## config.mk

```make
export PLATFORM = sky130hd
export DESIGN_NAME = pipe_latch
export DESIGN_NICKNAME = d
export VERILOG_FILES = /design/src/rtl/pipe_latch_pkg.sv /design/src/rtl/pipe_latch_mem.sv /design/src/rtl/pipe_latch.sv
export SDC_FILE = /design/constraint.sdc
export NUM_CORES = 1
export LEC_CHECK = 0
export ABC_CLOCK_PERIOD_IN_PS = 8800
export CORE_ASPECT_RATIO = 0.9
export CORE_MARGIN = 2
export CORE_UTILIZATION = 49
export DETAILED_ROUTE_END_ITERATION = 12
export GPL_ROUTABILITY_DRIVEN = 1
export PLACE_DENSITY = 0.76
export REMOVE_ABC_BUFFERS = 1
export SETUP_SLACK_MARGIN = 0.4
export SLEW_MARGIN = 10
export SYNTH_ARGS = -nofsm -noshare
export SYNTH_HDL_FRONTEND = slang
export SYNTH_HIERARCHICAL = 1
export SYNTH_SLANG_ARGS = --single-unit
```

## constraint.sdc

```tcl
create_clock -name clk -period 8.8 [get_ports clk]
set_clock_uncertainty 0.05 [all_clocks]
set_input_delay 1.76 -clock clk [delete_from_list [all_inputs] [get_ports clk]]
set_output_delay 1.76 -clock clk [all_outputs]
set_load 0.02 [all_outputs]
```

## src/rtl/pipe_latch_pkg.sv

```systemverilog
// Shared pipeline constants: datapath widths, control-field encodings and
// the default payload/control widths used by inter-stage latches.
package pipe_latch_pkg;

    // Architectural widths of one pipeline stage
    localparam int DATA_WIDTH     = 32;
    localparam int REG_ADDR_WIDTH = 8;

    // Control-field encodings that a bubble must carry
    localparam logic CTRL_REG_WRITE_DIS  = 1'b0;
    localparam logic CTRL_MEM_TO_REG_ALU = 1'b0;
    localparam logic CTRL_IS_JAL_OFF     = 1'b0;

    // Control bundle carried alongside the payload
    typedef struct packed {
        logic is_jal;
        logic mem_to_reg;
        logic reg_write;
    } stage_ctrl_t;

    // Payload: ALU result, read data, PC+4 and destination register
    localparam int PAYLOAD_W     = 3 * DATA_WIDTH + REG_ADDR_WIDTH;
    localparam int CTRL_FIELDS_W = $bits(stage_ctrl_t);

    // A bubble never writes the register file and selects the ALU path
    localparam stage_ctrl_t BUBBLE_CTRL = '{
        is_jal:     CTRL_IS_JAL_OFF,
        mem_to_reg: CTRL_MEM_TO_REG_ALU,
        reg_write:  CTRL_REG_WRITE_DIS
    };
    localparam logic [CTRL_FIELDS_W-1:0] BUBBLE_CTRL_BITS = BUBBLE_CTRL;

    // Pointer width for a ring of the given depth (at least one bit)
    function automatic int ptr_width(input int depth);
        return (depth > 1) ? $clog2(depth) : 1;
    endfunction

endpackage

```

## src/rtl/pipe_latch_mem.sv

```systemverilog
// Entry storage for the pipeline latch: a small register array with one
// synchronous write port and one asynchronous read port. Not reset.
module pipe_latch_mem #(
    parameter int DEPTH  = 2,
    parameter int WIDTH  = 107,
    parameter int ADDR_W = 1
) (
    input  logic              clk,
    input  logic              we_i,
    input  logic [ADDR_W-1:0] waddr_i,
    input  logic [WIDTH-1:0]  wdata_i,
    input  logic [ADDR_W-1:0] raddr_i,
    output logic [WIDTH-1:0]  rdata_o
);

    logic [WIDTH-1:0] mem_q [DEPTH];

    // Write the accepted entry into its slot; contents are never cleared
    always_ff @(posedge clk) begin
        if (we_i) begin
            mem_q[waddr_i] <= wdata_i;
        end
    end

    assign rdata_o = mem_q[raddr_i];

endmodule

```

## src/rtl/pipe_latch.sv

```systemverilog
// Elastic pipeline latch: a DEPTH-entry FIFO between two pipeline stages
// with valid/ready handshakes, synchronous flush and bubble insertion.
// Handshake readiness comes from registered occupancy only, so there is no
// combinational path from out_ready to in_ready.
module pipe_latch
    import pipe_latch_pkg::*;
#(
    parameter int DATA_W = PAYLOAD_W,
    parameter int CTRL_W = CTRL_FIELDS_W,
    parameter int DEPTH  = 2
) (
    input  logic                         clk,
    input  logic                         reset,
    input  logic                         flush,
    input  logic                         in_valid,
    output logic                         in_ready,
    input  logic [DATA_W-1:0]            in_data,
    input  logic [CTRL_W-1:0]            in_ctrl,
    output logic                         out_valid,
    input  logic                         out_ready,
    output logic [DATA_W-1:0]            out_data,
    output logic [CTRL_W-1:0]            out_ctrl,
    output logic [$clog2(DEPTH+1)-1:0]   count
);

    localparam int PTR_W   = ptr_width(DEPTH);
    localparam int CNT_W   = $clog2(DEPTH + 1);
    localparam int ENTRY_W = DATA_W + CTRL_W;

    localparam logic [CNT_W-1:0]  FULL_COUNT = CNT_W'(DEPTH);
    localparam logic [PTR_W-1:0]  LAST_PTR   = PTR_W'(DEPTH - 1);
    localparam logic [CTRL_W-1:0] BUBBLE     = CTRL_W'(BUBBLE_CTRL_BITS);

    logic [PTR_W-1:0]   wr_ptr_q, wr_ptr_d;
    logic [PTR_W-1:0]   rd_ptr_q, rd_ptr_d;
    logic [CNT_W-1:0]   count_q, count_d;
    logic               push;
    logic               pop;
    logic [ENTRY_W-1:0] wr_entry;
    logic [ENTRY_W-1:0] rd_entry;

    // Advance a ring pointer, wrapping after the last slot
    function automatic logic [PTR_W-1:0] ptr_next(input logic [PTR_W-1:0] p);
        return (p == LAST_PTR) ? '0 : p + PTR_W'(1);
    endfunction

    // Handshake status straight from the occupancy register
    assign in_ready  = (count_q != FULL_COUNT);
    assign out_valid = (count_q != '0);

    // A flush cancels both handshakes in the cycle it is seen; a push while
    // full is refused even if a pop frees a slot in the same cycle
    assign push = in_valid & in_ready & ~flush;
    assign pop  = out_valid & out_ready & ~flush;

    // Next-state for pointers and occupancy
    always_comb begin
        wr_ptr_d = wr_ptr_q;
        rd_ptr_d = rd_ptr_q;
        count_d  = count_q;
        if (flush) begin
            wr_ptr_d = '0;
            rd_ptr_d = '0;
            count_d  = '0;
        end else begin
            if (push) begin
                wr_ptr_d = ptr_next(wr_ptr_q);
            end
            if (pop) begin
                rd_ptr_d = ptr_next(rd_ptr_q);
            end
            unique case ({push, pop})
                2'b10:   count_d = count_q + CNT_W'(1);
                2'b01:   count_d = count_q - CNT_W'(1);
                default: count_d = count_q;
            endcase
        end
    end

    // Control state register; reset empties the latch without a clock edge
    always_ff @(posedge clk or negedge reset) begin
        if (!reset) begin
            wr_ptr_q <= '0;
            rd_ptr_q <= '0;
            count_q  <= '0;
        end else begin
            wr_ptr_q <= wr_ptr_d;
            rd_ptr_q <= rd_ptr_d;
            count_q  <= count_d;
        end
    end

    assign wr_entry = {in_data, in_ctrl};

    pipe_latch_mem #(
        .DEPTH  (DEPTH),
        .WIDTH  (ENTRY_W),
        .ADDR_W (PTR_W)
    ) u_mem (
        .clk     (clk),
        .we_i    (push),
        .waddr_i (wr_ptr_q),
        .wdata_i (wr_entry),
        .raddr_i (rd_ptr_q),
        .rdata_o (rd_entry)
    );

    // Bubble mux: stale storage never leaks out while the latch is empty
    always_comb begin
        out_data = '0;
        out_ctrl = BUBBLE;
        if (out_valid) begin
            out_data = rd_entry[ENTRY_W-1:CTRL_W];
            out_ctrl = rd_entry[CTRL_W-1:0];
        end
    end

    assign count = count_q;

endmodule

```

# Word level (Yosys, flattened, before mapping)
# Memories as Yosys holds them, arrays and structs flattened.
# Index checks and enable logic that the tools add are counted.
# W data, S select, Z words.
[totals]
output_inout_bits = 111
mem_bits_rw = 214
reg_bits = 4
mem_count = 1
[op_classes]
bitwise_logic = 5
n_eq_ne = 3
muxes = 12
n_reduce_logical = 4
addsub = 4
[mem_list]
columns = ["memory", "words", "width", "read_ports", "rd_ports_with_merged_regs", "write_ports", "line", "rtl"]
rows = [
  ["u_mem.mem_q", 2, 107, 1, 0, 1, "pipe_latch_mem.sv:16", "logic [WIDTH-1:0] mem_q [DEPTH];"],
]
[ops]
columns = ["cell", "n"]
rows = [
  ["$mux W104", 1],
  ["$mux W1", 8],
  ["$reduce_bool A2 Y1", 3],
  ["$and A1 B1 Y1", 4],
  ["$pmux W2 S2", 1],
  ["$mux W3", 1],
  ["$reduce_bool A3 Y1", 1],
  ["$add A1 B1 Y1 const B", 2],
  ["$add A2 B1 Y2 const B", 1],
  ["$eq A2 B1 Y1 const B", 1],
  ["$eq A2 B2 Y1 const B", 1],
  ["$mux W2", 1],
  ["$ne A2 B2 Y1 const B", 1],
  ["$sub A2 B1 Y2 const B", 1],
  ["$not A1 Y1", 1],
]

# Depth between registers and ports, before layout
[logic_depth]
word_depth = 6
depth_mapped = 5
ltp_nobuf = 4

# Hierarchy
# Netlist, hierarchy kept.
[by_module_without_submodules]
columns = ["module", "cells_each", "seq_area_each_um2", "area_per_inst_um2", "n_inst"]
rows = [
  ["pipe_latch_mem", 335, 6426.2, 7847.5, 1],
  ["pipe_latch", 143, 100.1, 1012.2, 1],
]

# Worst setup path after synthesis
# OpenSTA, ideal clock, no wires.
[synth_path]
path_kind = "input -> register"
start = "input in_valid"
end = "memory u_mem.mem_q[0][0] (enable)"
n_path_buf = 0
slack_ns = 1.443
stages = 3
arrival_time_ns = 6.720
required_time_ns = 8.163
setup_time_ns = 0.587
path_cell_list = "inv_1 nor3_1 nor2b_1"
[synth_via]
elab_chain_len = 4
[synth_lines]
columns = ["element", "line", "rtl"]
rows = [
  ["start, declared", "pipe_latch.sv:15", "input logic in_valid,"],
  ["$and A1 B1 Y1 (2 in series)", "pipe_latch.sv:53", "assign push = in_valid & in_ready & ~flush;"],
  ["via push", "pipe_latch.sv:37", "logic push;"],
  ["$mux W1", "pipe_latch_mem.sv:20", "if (we_i) begin"],
  ["$mux W1 (implied by the code)", "pipe_latch_mem.sv:21", "mem_q[waddr_i] <= wdata_i;"],
  ["end, declared", "pipe_latch_mem.sv:16", ""],
]
# The timed path passes the listed nets, and every way through them passes these cells.

# Worst setup path in the final report
[layout_path]
start = "register rd_ptr_q"
end = "output out_data[15]"
[layout_via]
elab_chain_len = 2
[layout_lines]
columns = ["element", "line", "rtl"]
rows = [
  ["start, declared", "pipe_latch.sv:35", "logic [PTR_W-1:0] rd_ptr_q, rd_ptr_d;"],
  ["start signal, assigned", "pipe_latch.sv:88", "rd_ptr_q <= rd_ptr_d;"],
  ["$mem_v2 Z2 W107", "--", ""],
  ["via rd_entry[18]", "pipe_latch.sv:40", "logic [ENTRY_W-1:0] rd_entry;"],
  ["$mux W104", "pipe_latch.sv:112", "if (out_valid) begin"],
  ["end, declared", "pipe_latch.sv:21", "output logic [DATA_W-1:0] out_data,"],
]
# The timed path passes the listed nets, and every way through them passes these cells.

==> flow_summary.ini <==
[layout]
syn2layout_area_growth_pct = 36.0
stdcell_area_um2 = 12000
mostFrequentLayoutCell = clkdlybuf4s50_1
nNetsFinal = 817
n_antenna_cell = 0
drive_gt1_share_pct = 23.5
finalNonFillerCells = 962
most-common-layout-cells = clkdlybuf4s50_1 (222), edfxtp_1 (214), and2_1 (89)

[global_route]
antenna_found_initial = 0
grt_start_max_net_pins = 109
overflow = 0
grt_pass1_vias = 5119
grt_usage_pct = 17.8
grt_pass1_wl_mm = 27.0

[setup_path]
reg2regPathDepth = 4
worstPathArrival_ns = 3.39
critPathMaxStageDelay_ns = 0.87
critPathLaunchType = flop
crit_chain = buf_4, mux2_2, and2_1, clkdlybuf4s50_1
reg2reg_to = u_mem/mem_q[1][3]$_DFFE_PP_
required_ns = 6.99
end_kind = primary output
cp.buffers_inverters = 2
worstReg2RegStart = count[0]$_DFFE_PN0P_
critPathMaxFanout = 72
cp_top_family = buffers and inverters
worst-r2r-setup-slack_ns = 5.99
crit_type = flop to primary output
crit_slowest_cell = buf_4

[clock_tree]
cts_sinks = 218
cts_buffers = 23
hold_buffers = 0
clk_latency_ns = 0.49
htree_num_levels = 1
clk_pin_slew_worst_paths_ns = 0.05
cts-resized-gates = 0
cts_tree = done
cts_buffer_depth = 3
root_buffer = clkbuf_16
postCtsSetupBuffers = 0

[route]
viasPerCell = 4.97
vias = 4784
first_pass_iters = 4
drt-total-wl_mm = 17.5
ant_nets = 0
wl_per_cell_um = 18.2
drt_iter0_drc = 272
drcViolationCount = 0

[sta]
timing.final.max_slew_violations = 0
worst_pin_slew_ns = 1.16
finalCritPeriodShare_pct = 59.1
hold_ws_ns = 0.596
min_period_ns = 5.20
setup_viol = 0
hold_viol = 0
rsz0062_at_grt = false
fmaxAchievable_mhz = 192
slew_headroom_pct = 22.4
setup_ws_ns = 3.60
setup-tns-final_ns = 0

[run_status]
status = complete, no violations

[yosys]
synth_area_um2 = 8860
synth_cell_types = 25
synth_warnings = 6
synth_area_per_cell_um2 = 18.5
yosysSeqAreaShare_pct = 73.7
ys_ff_latch = 218
syn_inst = 478

[worst_hold_path]
hold_class = flop to flop
min_path_cells = 2
holdPathEnd = wr_ptr_q$_DFFE_PN0P_
min_from = wr_ptr_q$_DFFE_PN0P_

[placement]
gp_congestion = 0.727
dpl.hpwl_mm = 10.9
dp_slack_ns = 4.11
dp.cells = 920
portBuffers = 222
place_area_um2 = 11300

[die]
rows = 46
start_util_pct = 50.1
die_w_um = 146
ios = 223
die_area_um2 = 19200
core_um2 = 17700
die_y_um = 132

[pwr]
vdd_drop_max_mv = 0.149
leakage_uw = 0.00412
power_density_nw_per_um2 = 210

[flow_run]
max_cap_violations = 0
[cell type report]
class                           instances  area, um^2
Sequential cell                       218        6530
Fill cell                            1224        5620
Timing Repair Buffer                  226        2250
Multi-Input combinational cell        234        2170
Clock buffer                           25         583
Tap cell                              240         300
Clock inverter                         17         201
Inverter                                2        7.51
[per-stage QoR]
stage	total power [uW]	utilization [%]
final	2530	68.2
after global routing	2620	68.2
after CTS	2560	68.2
after detailed placement	1570	63.7
after global placement	1560	63.7
after floorplan	1410	-
[per-layer routing]
layer	track usage, %	vias up	share of wire, %
li1	-	2229	-
met1	23.5	2324	43
met2	29.2	194	48
met3	4.34	37	7.0
met4	5.34	0	2.5
met5	0	-	0
[where the power goes]
part	internal, uW	switching (uW)	total (uW)
Sequential	1180	15.3	1200
Clock	600	387	987
Combinational	190	154	344
[cells by family (layout without fill, tap and decap cells)]
group,after synthesis,count (layout),share of synthesized area (%)
AO/OA/AOI/OAI,8,8,0.508
XOR/XNOR,1,1,0.0989
buffers and inverters,26,270,1.98
flip-flops,218,218,73.7
multiplexers,108,108,15.0
AND/OR/NAND/NOR,117,117,8.77
[sequential cells by signal, summed over array words and instances, names as in the netlist]
signal,flops
u_mem/mem_q,214
rd_ptr_q,1
count,2
wr_ptr_q,1
[synth_stat cells]
master | instances | share of area [%]
a21o_1 | 1 | 0.085
a21oi_1 | 4 | 0.23
and2_1 | 90 | 6.4
and2_4 | 18 | 1.8
and2b_1 | 1 | 0.085
buf_2 | 8 | 0.45
buf_6 | 9 | 1.1
clkbuf_1 | 7 | 0.30
dfrtp_1 | 4 | 1.1
edfxtp_1 | 214 | 73
inv_1 | 2 | 0.085
mux2_2 | 77 | 9.8
mux2_4 | 30 | 5.1
mux2i_1 | 1 | 0.11
nand3b_1 | 1 | 0.085
nor2_1 | 1 | 0.042
nor2b_1 | 1 | 0.071
nor3_1 | 1 | 0.056
nor3b_1 | 1 | 0.085
o211ai_1 | 1 | 0.085
o21ai_0 | 2 | 0.11
or2_1 | 1 | 0.071
or2_2 | 1 | 0.071
or3_1 | 1 | 0.071
xor2_1 | 1 | 0.099
[worst min-delay path: cells and delay by family, from the launching register on]
kind	cells	cell delay [ns]
AOI/OAI and AO/OA	2	0.17
DFF	1	0.43
[worst max-delay path by stage]
stage | end | slack [ns] | depth (start not counted) | from
floorplan | u_mem/mem_q[0][0]$_DFFE_PP_ | 1.44 | 3 | in_valid
global route | out_data[17] | 3.44 | 4 | rd_ptr_q$_DFFE_PN0P_
CTS | out_data[17] | 3.59 | 4 | rd_ptr_q$_DFFE_PN0P_
global placement | out_data[17] | 4.12 | 4 | rd_ptr_q$_DFFE_PN0P_
finish | out_data[15] | 3.60 | 4 | rd_ptr_q$_DFFE_PN0P_
detailed placement | out_data[17] | 4.11 | 4 | rd_ptr_q$_DFFE_PN0P_
Note: power is estimated with default switching activity, not from simulation.
